File: src/rtl/polaris_bus_arbiter.sv
// rtl/polaris_bus_arbiter.sv - two-master (I/D) arbiter for one shared memory port with watchdog
module polaris_bus_arbiter #(
    parameter int TIMEOUT = 255
) (
    input  logic        clk_i,
    input  logic        reset_i,
    input  logic [63:0] iadr_i,
    input  logic [1:0]  isiz_i,
    output logic        iack_o,
    output logic [31:0] idat_o,
    input  logic [63:0] dadr_i,
    input  logic [63:0] ddat_i,
    input  logic        dwe_i,
    input  logic        dcyc_i,
    input  logic        dstb_i,
    input  logic [1:0]  dsiz_i,
    input  logic        dsigned_i,
    output logic        dack_o,
    output logic [63:0] ddat_o,
    output logic [63:0] m_adr_o,
    output logic [63:0] m_dat_o,
    output logic        m_we_o,
    output logic        m_cyc_o,
    output logic        m_stb_o,
    output logic [1:0]  m_siz_o,
    output logic        m_signed_o,
    input  logic        m_ack_i,
    input  logic [63:0] m_dat_i,
    output logic        err_o
);

    localparam logic [1:0] ST_IDLE  = 2'd0;
    localparam logic [1:0] ST_GNT_I = 2'd1;
    localparam logic [1:0] ST_GNT_D = 2'd2;

    localparam logic [7:0] WDOG_LIMIT = 8'(TIMEOUT - 1);

    logic [1:0] state_q, state_d;
    logic       last_d_q, last_d_d;
    logic [7:0] wdog_q, wdog_d;

    logic ireq;
    logic dreq;
    logic in_gnt;
    logic gnt_req;
    logic timeout;

    assign ireq   = |isiz_i;
    assign dreq   = dcyc_i & dstb_i;
    assign in_gnt = (state_q == ST_GNT_I) || (state_q == ST_GNT_D);

    always_comb begin
        gnt_req = 1'b0;
        if (state_q == ST_GNT_I) begin
            gnt_req = ireq;
        end else if (state_q == ST_GNT_D) begin
            gnt_req = dreq;
        end
    end

    // A real ack in the final watchdog cycle wins over the abort.
    assign timeout = in_gnt && !m_ack_i && (wdog_q == WDOG_LIMIT);

    always_comb begin
        state_d  = state_q;
        last_d_d = last_d_q;
        wdog_d   = wdog_q;
        case (state_q)
            ST_IDLE: begin
                wdog_d = 8'd0;
                if (ireq && dreq) begin
                    state_d = last_d_q ? ST_GNT_I : ST_GNT_D;
                end else if (ireq) begin
                    state_d = ST_GNT_I;
                end else if (dreq) begin
                    state_d = ST_GNT_D;
                end
            end
            ST_GNT_I, ST_GNT_D: begin
                if (m_ack_i || timeout) begin
                    state_d  = ST_IDLE;
                    last_d_d = (state_q == ST_GNT_D);
                end else if (!gnt_req) begin
                    state_d = ST_IDLE;
                end else begin
                    wdog_d = wdog_q + 8'd1;
                end
            end
            default: begin
                state_d = ST_IDLE;
            end
        endcase
    end

    always_ff @(posedge clk_i or negedge reset_i) begin
        if (!reset_i) begin
            state_q  <= ST_IDLE;
            last_d_q <= 1'b1;
            wdog_q   <= 8'd0;
        end else begin
            state_q  <= state_d;
            last_d_q <= last_d_d;
            wdog_q   <= wdog_d;
        end
    end

    // Outputs are a pure function of the grant state, so reset forces them all low at once.
    always_comb begin
        m_adr_o    = 64'd0;
        m_dat_o    = 64'd0;
        m_we_o     = 1'b0;
        m_cyc_o    = 1'b0;
        m_stb_o    = 1'b0;
        m_siz_o    = 2'b00;
        m_signed_o = 1'b0;
        iack_o     = 1'b0;
        idat_o     = 32'd0;
        dack_o     = 1'b0;
        ddat_o     = 64'd0;
        err_o      = timeout;
        case (state_q)
            ST_GNT_I: begin
                m_adr_o = iadr_i;
                m_siz_o = isiz_i;
                m_cyc_o = ireq & ~timeout;
                m_stb_o = ireq & ~timeout;
                iack_o  = m_ack_i | timeout;
                idat_o  = timeout ? 32'd0 : m_dat_i[31:0];
            end
            ST_GNT_D: begin
                m_adr_o    = dadr_i;
                m_dat_o    = ddat_i;
                m_we_o     = dwe_i;
                m_siz_o    = dsiz_i;
                m_signed_o = dsigned_i;
                m_cyc_o    = dcyc_i & ~timeout;
                m_stb_o    = dstb_i & ~timeout;
                dack_o     = m_ack_i | timeout;
                ddat_o     = timeout ? 64'd0 : m_dat_i;
            end
            default: begin
            end
        endcase
    end

endmodule

File: config.mk
export PLATFORM = sky130hd
export DESIGN_NAME = polaris_bus_arbiter
export DESIGN_NICKNAME = d
export VERILOG_FILES = /design/src/rtl/polaris_bus_arbiter.sv
export SDC_FILE = /design/constraint.sdc
export NUM_CORES = 1
export LEC_CHECK = 0
export CORE_AREA = 2 2 192 194
export CTS_CLUSTER_SIZE = 16
export DETAILED_ROUTE_END_ITERATION = 8
export DIE_AREA = 0 0 194 196
export GPL_ROUTABILITY_DRIVEN = 1
export PLACE_DENSITY = 0.49
export SYNTH_ARGS = -nofsm -noshare
export SYNTH_HDL_FRONTEND = slang
export SYNTH_SLANG_ARGS = --single-unit
File: constraint.sdc
create_clock -name clk_i -period 3.8 [get_ports clk_i]
set_input_delay 0.57 -clock clk_i [delete_from_list [all_inputs] [get_ports clk_i]]
set_output_delay 0.57 -clock clk_i [all_outputs]
set_load 0.02 [all_outputs]
==> Yosys cells after proc, flatten, opt, wreduce, memory -nomap -nowiden <==
Cells that the tools add are included.
{ "totals": {"ff_bits": 11, "input_bits": 267, "out_inout_bits": 233, "elab_cells": 55} }
{ "classes": {"addsub": 1, "eq_ne": 7, "n_mux": 25, "bitwise": 6, "reduce_logical": 13} }
{ "op_table": {"columns": ["cell", "count"], "rows": [
  ["two-way mux 64 bit", 3],
  ["one-hot mux 64 bit (2 select lines)", 1],
  ["two-way mux 32 bit", 2],
  ["two-way mux 8 bit", 2],
  ["one-hot mux 8 bit (2 select lines)", 1],
  ["two-way mux 2 bit", 6],
  ["adder 8 x 1 -> 8 bit (second input constant)", 1],
  ["equality test 8 bit (second input constant)", 1],
  ["one-hot mux 2 bit (2 select lines)", 2],
  ["two-way mux 1 bit", 6],
  ["AND 1 bit", 4],
  ["!= test 2 bit (second input constant)", 2],
  ["!= test 4 bit (second input constant)", 1],
  ["one-hot mux 1 bit (2 select lines)", 2],
  ["AND reduction 2 bit", 2],
  ["OR reduction 2 bit", 2],
  ["logical AND 1 bit", 3],
  ["!= test 3 bit (second input constant)", 1],
  ["AND reduction 3 bit", 1],
  ["equality test 2 x 1 -> 1 bit (second input constant)", 1],
  ["equality test 2 bit (second input constant)", 1],
  ["logical NOT 2 bit", 1],
  ["logical OR 1 bit", 2],
  ["nonzero test 2 bit", 1],
  ["3 further kinds", 3]
]} }

==> Longest topological paths before layout <==
{ "depth": {"word_depth": 7, "depth_mapped": 8, "depth_no_buf": 6} }

==> Worst setup path after synthesis <==
No wires, ideal clock.
{ "synth_path": {"kind": "register to output", "from": "register state_q[0]", "to": "output m_adr_o[37]", "arrival_time_ns": 1.725, "path_slack_ns": 1.505, "stages_incl_launch_ff": 8, "n_path_buf": 3, "path_cell_list": "dfrtp_1 -> inv_1 -> ha_1 -> buf_2 -> clkbuf_1 -> buf_1 -> a22oi_1 -> nor2_1"} }
{ "synth_via": {"elab_chain_cells": 2, "word_cells_on_any_way": 3} }
{ "synth_rtl": {"columns": ["element", "line", "text"], "rows": [
  ["from (decl)", "38", "logic [1:0] state_q, state_d;"],
  ["from (signal assigned)", "101", "state_q <= state_d;"],
  ["equality test 2 bit or equality test 2 x 1 -> 1 bit (tied branches)", "121", "case (state_q)"],
  ["one-hot mux 64 bit (2 select lines) *", "121", null],
  ["to (decl)", "20", "output logic [63:0] m_adr_o,"]
]} }
Every way passes the cells marked *; elsewhere a longest branch is shown, timed or not.

==> Worst setup path after layout <==
{ "layout_path": {"from": "register state_q[1]", "to": "output ddat_o[45]"} }
{ "layout_via": {"elab_chain_cells": 6, "word_cells_on_any_way": 7} }
{ "layout_rtl": {"columns": ["element", "line", "text"], "rows": [
  ["equality test 2 x 1 -> 1 bit or equality test 2 bit (tied branches)", "50, 121", null],
  ["logical OR 1 bit", "50", "assign in_gnt = (state_q == ST_GNT_I) || (state_q == ST_GNT_D);"],
  ["logical AND 1 bit (2 in a row)", "62", "assign timeout = in_gnt && !m_ack_i && (wdog_q == WDOG_LIMIT);"],
  ["two-way mux 64 bit", "139", "ddat_o = timeout ? 64'd0 : m_dat_i;"],
  ["two-way mux 64 bit *", "121", null],
  ["to (decl)", "19", "output logic [63:0] ddat_o,"]
]} }
Marks and branches as above.

==> metrics.csv <==
metric,value,unit
power.leakage,0.003034,µW
setup-tns-final,0,ns
cts_hold_buf,0,
hpwl,18360,µm
gp_congestion,0.8207,
cts.clk_slew.worst_paths,0.04,ns
cts_resized,0,
timing.rr.start,state_q[0],
status,"complete, no violations",
path_cells,inv_1 > ha_1 > nand4_1 > o31a_2 > buf_4 > and2_1 > clkdlybuf4s50_1,
grt_max_degree,70,
worst_pin_slew,0.5904,ns
r2r-end,wdog_q[6],
initial_utilization,7.812,%
required,3.23,ns
maxCapViolations,0,
numClockSinks,11,
ys.flop_type,dfrtp_1,
dieArea,38020,µm²
finalInstanceArea,8451,µm²
antenna-diode-count,0,
critPathMaxStageDelay,0.55,ns
totalWireLength,21300,µm
numCtsBuffers,3,
grt_usage,10.33,%
layout.nets,1181,
crit_path_start_kind,flip-flop,
skew,0.0009296,ns
worst-path-max-fanout,39,
hold_viol,0,
yosysTopAreaCell,and2_1,
cts_setup_buffers,0,
die_height,196,µm
slowest_stage,clkdlybuf4s50_1,
synth_cell_types,41,
dp_cells,1372,
clock-root-buffer,clkbuf_16,
ys_seq_area_share,9.809,%
crit_type,reg -> out,
dr.pass1.iters,4,
min_path_type,reg -> reg,
max_slew_margin,60.64,%
synth_top_area_share,36.17,%
stdcell_count,1376,
peakVddDrop,212.9,µV
drive_above_1_share,3.194,%
grt_overflow,0,
min_to,last_d_q,
area_growth,199.8,%
core_area,36080,µm²
cp.arrival,2.78,ns
crit_path_end_kind,output pin,
ff2ff_setup_slack,1.20,ns
via_count,4897,
syn_area,2819,µm²
clock_path_buffers,2,
finalSetupViolCount,0,
routed_via_density,3.559,
ant_nets,0,
synth.avg_cell_area,6.480,µm²
synth_most_common_cell,and2_1,
ys_ff_latch,11,
grt_pass1_vias,5048,
htreeDepth,1,
wl_per_cell,15.48,µm
drt_iter0_drc,179,
grt_pass1_wl,30850,µm
layout_min_cycle_time,3.352,ns
clkLatencyLatePin,0.24,ns
synth-edff-count,0,
slew_viol_final,0,
power_density,461.6,nW/µm²
synth_cells,435,
reg2reg_depth,8,
ys_top_cells_by_count,"and2_1 (163), nor2_1 (72), a22oi_1 (68)",
ys_warn_count,0,
rsz0062_at_grt,no,
post_dp_cell_area,8372,µm²
synth-async-reset-ratio,100.0,%
fin_crit_sh,88.21,%
synth.top_cells.by_area,"and2_1 (36%), a22oi_1 (18%), nor2_1 (9.6%), dfrtp_1 (8.9%), clkbuf_1 (3.9%)",
drc,0,
rows,70,
cts_tree,done,
port_buffers,499,
min_path_cells,2,
fill_cells,4012,
antenna_found_initial,0,
syn_nets,707,
die_x,194,µm
io_pins,500,
hold_start,last_d_q,
fmax,298.3,MHz
## final cells by class
class	count	area, µm²	area share (%)
Sequential cell	11	276.5	3.272
Clock buffer	4	78.83	0.9328
Timing Repair Buffer	514	5145	60.88
Inverter	7	26.28	0.3109
Multi-Input combinational cell	372	2338	27.67
Tap cell	468	585.6	6.929
## per-stage QoR
step	setup slack (ns)	hold slack, ns	total power, µW	utilization (%)
2_1_floorplan	1.505	0.2744	1991	-
3_3_place_gp	0.6590	0.4752	3772	23.20
3_5_place_dp	0.6175	0.4764	3756	23.20
4_1_cts	0.4297	0.4856	3974	23.42
5_1_grt	0.2534	0.5137	4186	23.42
6_report	0.4482	0.4893	3901	23.42
## where the power goes
| group | total (µW) | internal (µW) | leakage (µW) | switching, µW |
|---|---|---|---|---|
| sequential | 197 | 155 | 0.000144 | 42.3 |
| clock | 195 | 141 | 0.0000382 | 54.2 |
| combinational | 3510 | 1620 | 0.00285 | 1880 |
| total | 3900 | 1920 | 0.00303 | 1980 |
## flip-flops by register name, indices dropped and copies added, names as in the netlist
name and flops:
state_q 2, wdog_q 8, last_d_q 1
## metal layers
metal,vias to the layer above,share of wire [%],GRT usage [%]
li1,2428,-,-
met1,2216,41,12.46
met2,241,51,18.90
met3,12,7.5,2.630
met4,0,0.76,1.207
met5,-,0,0
## worst max-delay path, delay by kind of cell, from the launching register on
kind,cells,cell delay [ns]
compound gates,1,0.36
buf+inv,3,0.88
fa+ha+maj,1,0.51
flops,1,0.38
simple gates,2,0.41
## placed cells by master (no fill, tap or decap), drive strengths merged, types with 4 or more instances in the layout
cell type / count
nor2: 72
nand2: 12
buf: 15
inv: 7
nand4b: 5
clkdlybuf4s50: 499
o21ai: 4
dfrtp: 10
and2: 163
a21oi: 4
ha: 5
a22oi: 68
clkbuf: 4
## logic make-up after synthesis
logic type               synth area share [%]
AO/OA/AOI/OAI                           25.57
buffers and inverters                   7.812
flip-flops                              9.809
AND/OR/NAND/NOR                         54.24
multiplexers                           0.3551
adder cells (fa/ha/maj)                 2.219
## how the worst max path moves through the flow
stage	slack (ns)	from	cells past startpoint	end
floorplan	1.51	state_q[0]	7	m_adr_o[37]
global placement	0.66	m_ack_i	5	idat_o[1]
detailed placement	0.62	m_ack_i	5	idat_o[31]
CTS	0.43	state_q[1]	7	ddat_o[45]
global route	0.25	state_q[1]	7	ddat_o[45]
finish	0.45	state_q[1]	7	ddat_o[45]
No activity file was read; power rests on OpenSTA's default activity.
